--- src/rtl/c2h_rr_sched.sv ---
// Packet-level round-robin scheduler for the shared QDMA C2H stream port.
// Grants one whole fixed-length packet per source, steers its beats to the
// C2H port, and queues a completion request for every finished packet.
module c2h_rr_sched #(
    parameter int unsigned NUM_SRC       = 4,
    parameter int unsigned DATA_WIDTH    = 256,
    parameter int unsigned PKT_WORDS_LEN = 8,
    parameter int unsigned QID_WIDTH     = 11,
    parameter int unsigned CMPT_DEPTH    = 4
) (
    input  logic                          clk,
    input  logic                          rst,
    input  logic                          cfg_en,
    input  logic [QID_WIDTH-1:0]          cfg_qid_base,
    input  logic [NUM_SRC-1:0]            s_tvalid,
    output logic [NUM_SRC-1:0]            s_tready,
    input  logic [NUM_SRC*DATA_WIDTH-1:0] s_tdata,
    output logic                          m_tvalid,
    input  logic                          m_tready,
    output logic [DATA_WIDTH-1:0]         m_tdata,
    output logic                          m_tlast,
    output logic [QID_WIDTH-1:0]          m_ctrl_qid,
    output logic [15:0]                   m_ctrl_len,
    output logic                          cmpt_tvalid,
    input  logic                          cmpt_tready,
    output logic [QID_WIDTH-1:0]          cmpt_qid,
    output logic [15:0]                   cmpt_pkt_id,
    output logic                          busy,
    output logic [$clog2(NUM_SRC)-1:0]    grant_idx
);

    localparam int unsigned IDX_W = $clog2(NUM_SRC);
    localparam int unsigned CNT_W = (PKT_WORDS_LEN > 1) ? $clog2(PKT_WORDS_LEN) : 1;
    localparam int unsigned PTR_W = (CMPT_DEPTH > 1) ? $clog2(CMPT_DEPTH) : 1;
    localparam int unsigned ENT_W = QID_WIDTH + 16;

    localparam logic [15:0]      CtrlLen   = 16'(PKT_WORDS_LEN * DATA_WIDTH / 8);
    localparam logic [CNT_W-1:0] LastBeat  = CNT_W'(PKT_WORDS_LEN - 1);
    localparam logic [IDX_W-1:0] LastSrc   = IDX_W'(NUM_SRC - 1);
    localparam logic [PTR_W-1:0] LastSlot  = PTR_W'(CMPT_DEPTH - 1);
    localparam logic [PTR_W:0]   DepthCnt  = (PTR_W + 1)'(CMPT_DEPTH);

    typedef enum logic {StIdle, StXfer} state_t;

    state_t               state_q, state_d;
    logic [IDX_W-1:0]     rr_ptr_q;
    logic [IDX_W-1:0]     grant_q;
    logic [QID_WIDTH-1:0] qid_q;
    logic [CNT_W-1:0]     beat_q;
    logic [15:0]          pkt_id_q [NUM_SRC];

    logic [ENT_W-1:0]     cmpt_mem [CMPT_DEPTH];
    logic [PTR_W-1:0]     cmpt_wr_q, cmpt_rd_q;
    logic [PTR_W:0]       cmpt_cnt_q;
    logic [ENT_W-1:0]     cmpt_head;

    logic                 win_found;
    logic [IDX_W-1:0]     win_idx;
    logic                 grant_ok, grant_take, beat_hs, last_hs, push, pop;

    // Round-robin search: first requesting source at or after rr_ptr, with wrap.
    always_comb begin
        win_found = 1'b0;
        win_idx   = '0;
        for (int i = 0; i < NUM_SRC; i++) begin
            if (!win_found && s_tvalid[(int'(rr_ptr_q) + i) % NUM_SRC]) begin
                win_found = 1'b1;
                win_idx   = IDX_W'((int'(rr_ptr_q) + i) % NUM_SRC);
            end
        end
    end

    // The in-flight packet holds the only reservation, so in IDLE the occupancy
    // alone decides whether a completion slot is still free.
    assign grant_ok = cfg_en && win_found && (cmpt_cnt_q < DepthCnt);

    // Next state and C2H steering.
    always_comb begin
        state_d    = state_q;
        grant_take = 1'b0;
        beat_hs    = 1'b0;
        last_hs    = 1'b0;
        m_tvalid   = 1'b0;
        m_tdata    = '0;
        m_tlast    = 1'b0;
        m_ctrl_qid = '0;
        s_tready   = '0;
        unique case (state_q)
            StIdle: begin
                if (grant_ok) begin
                    state_d    = StXfer;
                    grant_take = 1'b1;
                end
            end
            StXfer: begin
                m_tvalid          = s_tvalid[grant_q];
                m_tdata           = s_tdata[grant_q*DATA_WIDTH +: DATA_WIDTH];
                s_tready[grant_q] = m_tready;
                m_tlast           = (beat_q == LastBeat);
                m_ctrl_qid        = qid_q;
                beat_hs           = m_tvalid && m_tready;
                last_hs           = beat_hs && m_tlast;
                if (last_hs) state_d = StIdle;
            end
            default: state_d = StIdle;
        endcase
    end

    // FSM state, grant latch and beat counter.
    always_ff @(posedge clk or posedge rst) begin
        if (rst) begin
            state_q  <= StIdle;
            rr_ptr_q <= '0;
            grant_q  <= '0;
            qid_q    <= '0;
            beat_q   <= '0;
        end else begin
            state_q <= state_d;
            if (grant_take) begin
                grant_q  <= win_idx;
                qid_q    <= cfg_qid_base + QID_WIDTH'(win_idx);
                rr_ptr_q <= (win_idx == LastSrc) ? '0 : win_idx + 1'b1;
            end
            if (last_hs) beat_q <= '0;
            else if (beat_hs) beat_q <= beat_q + 1'b1;
        end
    end

    // Per-source packet numbers start at 1 and wrap through 0.
    always_ff @(posedge clk or posedge rst) begin
        if (rst) begin
            for (int i = 0; i < NUM_SRC; i++) pkt_id_q[i] <= 16'd1;
        end else if (last_hs) begin
            pkt_id_q[grant_q] <= pkt_id_q[grant_q] + 16'd1;
        end
    end

    assign push = last_hs;
    assign pop  = cmpt_tvalid && cmpt_tready;

    // Completion FIFO storage; contents are only visible while non-empty.
    always_ff @(posedge clk) begin
        if (push) cmpt_mem[cmpt_wr_q] <= {qid_q, pkt_id_q[grant_q]};
    end

    // Completion FIFO pointers and occupancy.
    always_ff @(posedge clk or posedge rst) begin
        if (rst) begin
            cmpt_wr_q  <= '0;
            cmpt_rd_q  <= '0;
            cmpt_cnt_q <= '0;
        end else begin
            if (push) cmpt_wr_q <= (cmpt_wr_q == LastSlot) ? '0 : cmpt_wr_q + 1'b1;
            if (pop)  cmpt_rd_q <= (cmpt_rd_q == LastSlot) ? '0 : cmpt_rd_q + 1'b1;
            if (push && !pop) cmpt_cnt_q <= cmpt_cnt_q + 1'b1;
            else if (!push && pop) cmpt_cnt_q <= cmpt_cnt_q - 1'b1;
        end
    end

    assign cmpt_head   = cmpt_mem[cmpt_rd_q];
    assign cmpt_tvalid = (cmpt_cnt_q != '0);
    assign cmpt_qid    = cmpt_tvalid ? cmpt_head[ENT_W-1:16] : '0;
    assign cmpt_pkt_id = cmpt_tvalid ? cmpt_head[15:0] : '0;

    assign m_ctrl_len = CtrlLen;
    assign busy       = (state_q == StXfer);
    assign grant_idx  = grant_q;

    cmpt_no_overflow: assert property (@(posedge clk) disable iff (rst)
        !(push && (cmpt_cnt_q == DepthCnt)));

endmodule

--- config.mk ---
export PLATFORM = sky130hd
export DESIGN_NAME = c2h_rr_sched
export DESIGN_NICKNAME = d
export VERILOG_FILES = /design/src/rtl/c2h_rr_sched.sv
export SDC_FILE = /design/constraint.sdc
export NUM_CORES = 1
export LEC_CHECK = 0
export CAP_MARGIN = 20
export CORE_AREA = 4 4 531 533
export DETAILED_ROUTE_END_ITERATION = 8
export DIE_AREA = 0 0 535 537
export GPL_ROUTABILITY_DRIVEN = 0
export SETUP_SLACK_MARGIN = 0.4
export SLEW_MARGIN = 20
export SYNTH_ARGS = -nofsm -noshare
export SYNTH_HDL_FRONTEND = slang
export SYNTH_SLANG_ARGS = --single-unit
--- constraint.sdc ---
create_clock -name clk -period 3 [get_ports clk]
set_input_delay 0.45 -clock clk [delete_from_list [all_inputs] [get_ports clk]]
set_output_delay 0.45 -clock clk [all_outputs]
set_load 0.01 [all_outputs]
Word level (Yosys, flattened, before mapping):

Memories as Yosys holds them, arrays and structs flattened.
Cells that the tools add are included.

* bits of input ports: 1044
* output and inout bits: 320
* RAM bits: 108
* memories: 1
* word-level logic and storage cells: 109
* flip-flop bits (word level): 90

Memories
* cmpt_mem: words 4, width 27, read ports 1, clocked after memory_dff 0, write ports 1, RTL line 52 `logic [ENT_W-1:0] cmpt_mem [CMPT_DEPTH];`

* $lt $le $gt $ge: 9
* reductions and logical operators: 20
* mux-type cells: 48
* $add $sub $neg: 11
* shifts and indexed selects: 1
* eq/ne operators: 4
* bitwise logic cells: 3

Operators by type and width (count)
* 1024-bit by 11-bit indexed part select with 256-bit output: 1
* 256-bit 2-to-1 mux: 1
* 64-bit bitwise mux: 1
* 16-bit 2-to-1 mux: 4
* 16-bit binary-select mux with 2-bit select: 1
* 16-bit demux with 2-bit select: 1
* 11-bit 2-to-1 mux: 2
* 1-bit 2-to-1 mux: 19
* 16-bit by 1-bit adder with 16-bit output, second input constant: 1
* 2-bit by 3-bit < comparator with 1-bit output, second input constant: 5
* 2-bit 2-to-1 mux: 7
* 1-bit logical AND: 12
* 3-bit 2-to-1 mux: 4
* 11-bit by 2-bit adder with 11-bit output: 1
* 1-bit binary-select mux with 2-bit select: 5
* 2-bit by 1-bit adder with 2-bit output, second input constant: 4
* 3-bit by 1-bit adder with 3-bit output, second input constant: 2
* 2-bit equality test, second input constant: 3
* 1-bit zero test: 5
* 2-bit adder, second input constant: 2
* 4-bit AND: 1
* 4-bit 2-to-1 mux: 1
* 2-bit nonzero test: 2
* 3-bit equality test, second input constant: 1
* other kinds (10): 10

Longest topological paths before layout:

Gate-level depths: netlist (run 1).

* word-level depth: 16
* mapped depth: 12

Worst setup path before layout (run 1):

No wires, ideal clock.

* kind: register to register
* start point: register grant_q[0], in the netlist grant_idx[0]
* end point: register cmpt_cnt_q[1]
* setup slack: 0.131 ns
* data arrival time: 2.744 ns
* stages on the path, launching flop included: 11
* period minus slack after synthesis: 2.869 ns
* buffers on the path: 3
* library setup time: 0.125 ns
* cell sequence: dfrtp_1 buf_4 buf_4 mux4_2 and2_1 and3_1 clkbuf_1 ha_1 inv_1 fa_1 mux2_2

* longest elaborated chain between the ends: 8
* elaborated cells on any way between the ends: 10

RTL lines
* from (decl): RTL line 47 `logic [IDX_W-1:0] grant_q;`
* from (signal assigned): RTL line 120 `grant_q <= win_idx;`
* 1-bit binary-select mux with 2-bit select *: RTL line 96 `m_tvalid = s_tvalid[grant_q];`
* 1-bit 2-to-1 mux (implied by the code) *: RTL line 96
* 1-bit logical AND *: RTL line 101 `beat_hs = m_tvalid && m_tready;`
* 1-bit logical AND *: RTL line 102 `last_hs = beat_hs && m_tlast;`
* 1-bit 2-to-1 mux *: RTL line 88 `unique case (state_q)`
* via last_hs: RTL line 59 `logic grant_ok, grant_take, beat_hs, last_hs, push, pop;`
* 1-bit zero test: RTL line 156 `else if (!push && pop) cmpt_cnt_q <= cmpt_cnt_q - 1'b1;`
* 1-bit logical AND: RTL line 156
* 2-bit nonzero test (no source line)
* to (signal assigned): RTL line 155 `if (push && !pop) cmpt_cnt_q <= cmpt_cnt_q + 1'b1;`
* to (signal assigned): RTL line 156
* to (decl): RTL line 54 `logic [PTR_W:0] cmpt_cnt_q;`

Mark *: on every way through the listed nets, which the timed path passes. The rest lies on a longest branch. The select of a mux whose other input is x is not followed.
A chain may end at the register's enable or synchronous reset.

Final worst setup path (run 1):

* start point: register grant_q[0], in the netlist grant_idx[0]
* end point: output port m_tdata[201]

* longest elaborated chain between the ends: 2

RTL lines
* 1024-bit by 11-bit indexed part select with 256-bit output: RTL line 97 `m_tdata = s_tdata[grant_q*DATA_WIDTH +: DATA_WIDTH];`
* 256-bit 2-to-1 mux: RTL line 88
* to (decl): RTL line 20 `output logic [DATA_WIDTH-1:0] m_tdata,`

Every way passes these cells.

==> flow_metrics.tcl, run 1 <==
set metrics [dict create \
    cp_slowest_cell "mux4_2" \
    clock_sinks 198 \
    cts-hold-fix-buffers 0 \
    reg2reg_depth 12 \
    async_reset_ff_share_pct 45.45 \
    cp.depth 10 \
    power_density_nw_per_um2 880.1 \
    totalWireLength_um 297100 \
    num_vias 22810 \
    timing.critical_path.mode_cell "buf_12" \
    violations "negative setup slack" \
    root_buffer "clkbuf_16" \
    grt_use_total_pct 19.51 \
    synth_area_leaders "mux4_2, edfxtp_1, dfrtp_1, and2_1, nand2_1" \
    cp-end-kind "primary output" \
    crit_required_ns 2.55 \
    core_um2 276500 \
    synth_area_um2 16700 \
    antenna_found_initial 529 \
    ys_seq_area_share_pct 32.94 \
    drt-initial-drc-count 2500 \
    grt-ovfl-total 0 \
    status "complete, but fails checks" \
    rsz0062_at_grt "true" \
    crit_chain "buf_12 > buf_12 > buf_16 > buf_12 > buf_12 > buf_16 > buf_6 > mux4_2 > and2_4 > buf_6" \
    synth.avg_cell_area_um2 13.23 \
    timing.hold.ws_ns 0.4441 \
    slew_violations 0 \
    cp_top_family "buffers and inverters" \
    syn_to_final_growth_pct 141.6 \
    setup_viol 130 \
    route.detailed.drc 0 \
    cts_buffers 17 \
    clk_pin_slew_ns 0.07 \
    drv_cap 0 \
    yosysTopAreaCell "mux4_2" \
    die_h_um 537 \
    final.setup.worst_slack_ns -0.2019 \
    cpPeakStageDelay_ns 0.51 \
    finalInstanceArea_um2 40350 \
    yosysMostFrequentCell "and2_1" \
    fin_crit_ns 3.202 \
    cts_max_level 4 \
    synth-edff-count 108 \
    port_buffers 1347 \
    synth_flop_cell "edfxtp_1" \
    fp.dieW_um 535 \
    n_fill_cell 30830 \
    clock_latency_ns 0.45 \
    ir_worst_vdd_v 0.0004362 \
    wl_per_cell_um 44.25 \
    fin_nets 3877 \
    hp-class "in -> async" \
    ys_ff_latch 198 \
    grt_pass1_wl_um 336300 \
    grt_max_degree 93 \
    synth_top_area_share_pct 39.38 \
    ioPinCount 1364 \
    p_leak_nw 14.48 \
    netlist_instances 1262 \
    pre_cts_ws_ns -0.04488 \
    first_pass_iters 7 \
    worst_pin_slew_ns 0.6440 \
    grt_pass1_vias 20500 \
    cts_tree "yes" \
    yosysWarnings 0 \
    arrival_ns 2.75 \
    skew_ns 0.009978 \
    ant_nets 0 \
    die_area_um2 287300 \
    dp_hpwl_um 271600 \
    worst-path-max-fanout 8 \
    period_share_pct 106.7 \
    synth_top_cells_by_count "and2_1, mux4_2, edfxtp_1" \
    cts_buffer_depth 2 \
    timing.fmax_mhz 312.3 \
    ys_types 48 \
    criticalPathCategory "reg -> out" \
    worst-path-buf-inv 8 \
    layout-drive-gt1-share_pct 40.82 \
    rows 193 \
    hold_viol_final 0 \
    routed_via_density 3.397 \
    start_util_pct 6.039 \
    dpl_cell_area_um2 35340 \
    slew_headroom_pct 56.97 \
    start_kind "flip-flop" \
]
==> worst reg2reg max path: cells and delay by family, from the launching register on <==
family | cells | cell delay (ns)
AOI/OAI and AO/OA | 1 | 0.22
buffers and inverters | 5 | 0.64
muxes | 1 | 0.39
DFF | 1 | 0.48
and+or+nand+nor | 4 | 1.08
adders and majority gates | 1 | 0.16
==> cell type report <==
class	count	area, µm²	share of cell area (%)
multi-input cells	935	11330	28.08
well taps	3705	4636	11.49
clock buffers	20	467.9	1.160
flip-flops and latches	198	5515	13.67
inverters	11	45.04	0.1116
diodes	177	442.9	1.098
repair buffers	1656	17820	44.17
clock inverters	12	91.34	0.2264
==> where the power goes <==
part	switching, mW	total, mW	internal, mW
Combinational	13.8	29.8	16.0
Sequential	0.291	3.49	3.20
Clock	1.03	2.18	1.15
==> worst paths after layout <==
path	from	end	slack [ns]
worst min-delay path	rst	pkt_id_q[28]	0.44
worst max register to register	grant_idx[0]	pkt_id_q[46]	-0.04
worst min register to register	pkt_id_q[60]	pkt_id_q[60]	0.48
min in group clk	pkt_id_q[60]	pkt_id_q[60]	0.48
max in group asynchronous	rst	grant_idx[1]	1.76
worst max-delay path	grant_idx[0]	m_tdata[201]	-0.20
==> per-stage QoR <==
step           std cells  setup TNS, ns  power (mW)  util (%)
3_5_place_dp        6294        -0.5181       27.06     12.78
5_1_grt             6658         -15.74       36.59     14.54
3_3_place_gp        6294        -0.2362       26.96     12.78
4_1_cts             6403         -14.20       31.77     13.49
2_1_floorplan       1276              0       12.84         -
6_report            6714         -8.693       35.51     14.59
==> cells by family (layout without fill, tap and decap cells) <==
| family | Yosys count | in the layout | synth area share [%] |
|---|---|---|---|
| simple gates | 481 | 486 | 16.35 |
| compound gates | 84 | 84 | 2.750 |
| xor+xnor | 24 | 24 | 1.259 |
| fa+ha+maj | 14 | 14 | 1.139 |
| flops | 198 | 198 | 32.94 |
| other cells | 2 | 193 | 0.04497 |
| buf+inv | 148 | 1699 | 4.159 |
| mux | 311 | 311 | 41.36 |
==> state kept, by name (all words and copies together), names as in the netlist <==
| register | cells |
|---|---|
| rr_ptr_q | 2 |
| qid_q | 11 |
| cmpt_wr_q | 2 |
| busy | 1 |
| grant_idx | 2 |
| beat_q | 3 |
| pkt_id_q | 64 |
| cmpt_rd_q | 2 |
| cmpt_mem | 108 |
| cmpt_cnt_q | 3 |
==> layer usage <==
metal | share of wire [%] | vias up | GRT usage [%]
li1 | - | 8236 | -
met1 | 31 | 10900 | 18.58
met2 | 46 | 2328 | 31.72
met3 | 18 | 982 | 15.00
met4 | 4.3 | 358 | 6.870
met5 | 0.84 | - | 2.599
==> placed cells by master (no fill, tap or decap), types with 17 or more instances in the layout <==
cell / instances
buf_16: 22
clkbuf_16: 27
edfxtp_1: 108
buf_6: 214
diode_2: 177
dlymetal6s2s_1: 33
nor2_1: 17
buf_2: 29
buf_8: 32
and2_1: 95
mux4_2: 298
buf_4: 153
dfrtp_1: 82
o21ai_1: 29
o21ai_0: 31
clkbuf_2: 17
clkdlybuf4s50_1: 1060
nand2_1: 96
buf_12: 82
and2_4: 207
==> what timing repair did <==
action                                  in CTS  in global routing
endpoints found under the setup margin     439                463
cloned                                      14                 14
gates resized for setup                    664                616
pin swaps                                   23                 65
buffers inserted                            63                120
(Power assumes the default switching activity.)
==> run 2: changes to the inputs <==
CORE_AREA = 4 4 528 530   (was 4 4 531 533)
DIE_AREA = 0 0 532 534   (was 0 0 535 537)
==> flow_metrics.tcl, run 2 (synthesized netlist as in run 1, its figures left out) <==
set metrics [dict create \
    cpPeakStageDelay_ns 0.51 \
    slew_violations 0 \
    start_util_pct 6.108 \
    r2r_start "grant_idx[0]" \
    power_frac_comb_pct 83.7 \
    drt-initial-drc-count 2548 \
    multi_input_area_um2 11390 \
    route.detailed.drc 0 \
    totalWireLength_um 294800 \
    worst_pin_slew_ns 0.6418 \
    reg.largest.list "cmpt_mem x108, pkt_id_q x64, qid_q x11" \
    power_mw 35.67 \
    dp_hpwl_um 271000 \
    power_density_nw_per_um2 886.6 \
    die_area_um2 284100 \
    grt-ovfl-total 0 \
    port_buffers 1347 \
    fin_util_pct 14.72 \
    criticalPathCategory "reg -> out" \
    root_buffer "clkbuf_16" \
    setup_viol 4 \
    cts_buffers 17 \
    status "complete, but fails checks" \
    max_flop_register "cmpt_mem" \
    clock_latency_ns 0.43 \
    syn_to_final_growth_pct 140.9 \
    first_pass_iters 5 \
    cts_buffer_depth 2 \
    worst-path-buf-inv 6 \
    layout_commonest_cell "clkdlybuf4s50_1" \
    period_share_pct 102.0 \
    worst-path-max-fanout 9 \
    arrival_ns 2.61 \
    cp-startpoint "grant_idx[0]" \
    p_leak_nw 14.47 \
    grt_pass1_vias 20880 \
    cp_top_family "buffers and inverters" \
    p_switching_mw 15.02 \
    skew_ns 0.01112 \
    cts_max_level 4 \
    antenna_found_initial 532 \
    cp-end-kind "primary output" \
    rows 192 \
    hold_viol_final 0 \
    cts_tree "yes" \
    ir_worst_vdd_v 0.0006153 \
    clock_power_share_pct 6.5 \
    final_cell_mix "clkdlybuf4s50_1, mux4_2, buf_6, and2_4, buf_4" \
    final-seq-area_um2 5513 \
    fin_crit_ns 3.059 \
    clock_sinks 198 \
    fp.dieW_um 532 \
    p_int_mw 20.65 \
    ioPinCount 1364 \
    layout-drive-gt1-share_pct 42.18 \
    crit_chain "buf_12 > buf_16 > buf_12 > buf_16 > buf_6 > mux4_2 > and2_4 > buf_6" \
    drv_cap 0 \
    rsz0062_at_grt "true" \
    slew_headroom_pct 57.12 \
    die_h_um 534 \
    start_kind "flip-flop" \
    largest_reg_flops 108 \
    core_um2 273400 \
    num_vias 22830 \
    clk_pin_slew_ns 0.08 \
    grt_max_degree 67 \
    r2r_slack_ns 0.07 \
    grt_pass1_wl_um 337900 \
    crit_required_ns 2.55 \
    wl_per_cell_um 44.88 \
    violations "negative setup slack" \
    cp_slowest_cell "mux4_2" \
    timing.fmax_mhz 326.9 \
    hp-class "in -> async" \
    grt_use_total_pct 19.69 \
    seq_power_share_pct 9.8 \
    fin_nets 3885 \
    final.setup.worst_slack_ns -0.05864 \
    routed_via_density 3.475 \
    ant_nets 0 \
    n_fill_cell 30410 \
    switching_share_pct 42.11 \
]
-- run 2: changes by cell type in the layout (fill, tap and decap cells not counted), moves of 10 or more --
cell	before	now
and2_1	95	77
buf_12	82	70
diode_2	177	141
clkbuf_2	17	7
buf_6	214	266
and2_4	207	226
-- run 2: power groups by stage --
stage / Clock, mW / Combinational [mW] / Sequential, mW
6_report: 2.32 / 29.8 / 3.50
5_1_grt: 2.46 / 30.8 / 3.55
3_3_place_gp: 0 / 23.4 / 3.73
3_5_place_dp: 0 / 23.5 / 3.75
4_1_cts: 2.33 / 27.3 / 3.54
2_1_floorplan: 0 / 9.44 / 3.39
-- run 2: metal layers --
metal | global-route usage, % | part of all wire (%)
met1 | 18.53 | 31
met5 | 0.5330 | 0.73
met2 | 34.17 | 48
met4 | 5.473 | 3.9
met3 | 13.90 | 16
-- run 2: final timing paths --
path	to	cells after the start
min in group clk	pkt_id_q[48]	2
worst min register to register	pkt_id_q[48]	2
max in group asynchronous	pkt_id_q[48]	3
worst max register to register	cmpt_cnt_q[1]	10
worst min-delay path	cmpt_rd_q[1]	2
worst max-delay path	m_tdata[144]	8
-- run 2: cell type report --
type	count	share of cell area [%]
Sequential cell	198	13.70
Antenna cell	141	0.8771
Clock buffer	17	1.057
Timing Repair Buffer	1664	44.35
Clock inverter	15	0.4199
Multi-Input combinational cell	935	28.32
Tap cell	3589	11.16
Inverter	11	0.1120
-- run 2: through the flow --
stage,setup slack [ns],instance area [µm²],std cells,setup TNS (ns),hold WS [ns]
final,-0.05864,40230,6570,-0.1397,0.4761
after floorplan,0.2495,16840,1276,0,0.4403
after global placement,-0.2405,35220,6182,-0.8141,0.4528
after detailed placement,-0.09161,35220,6182,-0.2343,0.4642
after CTS,-0.07347,37780,6335,-1.521,0.4803
after global routing,-0.06586,40090,6513,-1.242,0.5045
-- run 2: timing repair --
item                       in CTS  in global routing
pin swaps                      45                 62
setup endpoints to repair     436                468
hold buffers                    0                  0
gates resized for setup       947                437
setup buffers                 110                 85
gates cloned                   11                  9
==> run 3: changes to the inputs <==
SETUP_SLACK_MARGIN = 0.02   (was 0.4)
==> flow_metrics.tcl, run 3 (synthesized netlist as in run 1, its figures left out) <==
set metrics [dict create \
    final.setup.worst_slack_ns -0.08025 \
    cts_buffers 17 \
    ir_worst_vdd_v 0.0004468 \
    start_util_pct 6.108 \
    dp_hpwl_um 263700 \
    grt_pass1_wl_um 331100 \
    p_leak_nw 13.05 \
    top_layer_used "met5" \
    route.met2.wl_um 134900 \
    cts_max_level 4 \
    setup_viol 9 \
    endpoint "m_tdata[51]" \
    cp-end-kind "primary output" \
    arrival_ns 2.63 \
    hold_viol_final 0 \
    grt_use_total_pct 19.26 \
    timing.hold.ws_ns 0.4101 \
    largest_reg_flops 108 \
    syn_to_final_growth_pct 123.6 \
    max_flop_register "cmpt_mem" \
    worst-path-max-fanout 11 \
    hp-class "in -> async" \
    slew_violations 0 \
    drt-initial-drc-count 2081 \
    rsz0062_at_grt "true" \
    skew_ns 0.02053 \
    core_um2 273400 \
    criticalPathCategory "reg -> out" \
    final_cell_mix "clkdlybuf4s50_1, mux4_2, and2_1, buf_4, edfxtp_1" \
    cp-startpoint "grant_idx[0]" \
    die_area_um2 284100 \
    ioPinCount 1364 \
    routed_via_density 3.420 \
    cts_buffer_depth 2 \
    met1Wirelength_um 89310 \
    r2r_slack_ns 0.07 \
    fin_crit_ns 3.080 \
    clk_pin_slew_ns 0.07 \
    grt_max_degree 107 \
    violations "negative setup slack" \
    dpl_cell_area_um2 35160 \
    cts_tree "yes" \
    layout-drive-gt1-share_pct 27.53 \
    clock_latency_ns 0.45 \
    wl_per_cell_um 44.67 \
    layout_commonest_cell "clkdlybuf4s50_1" \
    root_buffer "clkbuf_16" \
    power_density_nw_per_um2 825.1 \
    clock_sinks 198 \
    drv_cap 0 \
    r2r-end "pkt_id_q[62]" \
    finalInstanceArea_um2 37330 \
    slew_headroom_pct 56.82 \
    n_fill_cell 30680 \
    final.setup.tns_ns -0.3281 \
    place_inst 6166 \
    grt-ovfl-total 0 \
    antenna_found_initial 536 \
    rows 192 \
    routed-wl-met3_um 45120 \
    totalWireLength_um 287200 \
    fin_nets 3737 \
    period_share_pct 102.7 \
    crit_required_ns 2.55 \
    status "complete, but fails checks" \
    port_buffers 1347 \
    ant_nets 0 \
    timing.fmax_mhz 324.6 \
    fp.dieW_um 532 \
    worst_pin_slew_ns 0.6477 \
    first_pass_iters 6 \
    num_vias 21990 \
    stdcell_count 6429 \
    grt_pass1_vias 20470 \
    r2r_start "grant_idx[0]" \
    start_kind "flip-flop" \
    route.detailed.drc 0 \
    reg2reg_depth 10 \
    die_h_um 534 \
    reg.largest.list "cmpt_mem x108, pkt_id_q x64, qid_q x11" \
]
==> run 3: metrics by stage <==
step                util (%)  worst slack (ns)  total power [mW]
CTS                    13.30           -0.2290             30.26
floorplan                  -            0.1314             12.71
detailed placement     12.86           0.04223             27.22
finish                 13.66          -0.08025             30.80
global placement       12.86          -0.01467             27.12
global route           13.61           -0.1806             31.97
==> run 3: area by class of cell <==
type | instances | area [µm²] | share of cell area (%)
Antenna cell | 148 | 370.4 | 0.9921
Clock buffer | 18 | 429.2 | 1.150
Clock inverter | 14 | 137.6 | 0.3687
Inverter | 11 | 42.54 | 0.1140
Multi-Input combinational cell | 931 | 10740 | 28.76
Sequential cell | 198 | 5513 | 14.77
Tap cell | 3589 | 4491 | 12.03
Timing Repair Buffer | 1520 | 15610 | 41.82
==> run 3: how the worst min path moves through the flow <==
stage / startpoint / endpoint / slack (ns) / cells past startpoint
floorplan: pkt_id_q[17] / pkt_id_q[17] / 0.44 / 2
global placement: pkt_id_q[17] / pkt_id_q[17] / 0.45 / 2
detailed placement: pkt_id_q[17] / pkt_id_q[17] / 0.47 / 2
CTS: rst / grant_idx[0] / 0.43 / 2
global route: rst / grant_idx[0] / 0.45 / 2
finish: rst / grant_idx[0] / 0.41 / 2
==> run 3: critical path, stage by stage (launching register included) <==
cell	delay [ns]
dfrtp_4	0.49
buf_12	0.19
buf_8	0.18
mux4_2	0.60
and2_1	0.20
clkdlybuf4s50_1	0.48
==> run 3: routing by layer <==
metal / track usage (%) / vias to the layer above
li1: - / 7913
met1: 18.12 / 10470
met2: 32.73 / 2291
met3: 13.14 / 1019
met4: 6.857 / 296
met5: 3.648 / -
==> run 3: where the power goes <==
group	switching, mW	internal [mW]	leakage (nW)	total, mW
clock network	1.11	1.10	0.272	2.22
registers	0.406	3.19	2.11	3.60
logic	12.8	12.2	10.7	25.0
==> run 3: timing repair <==
item,CTS,global route
cloned,9,5
setup buffers,31,40
gates resized for setup,187,240
endpoints found under the setup margin,226,188
hold buffers,0,0
pin swaps,4,5
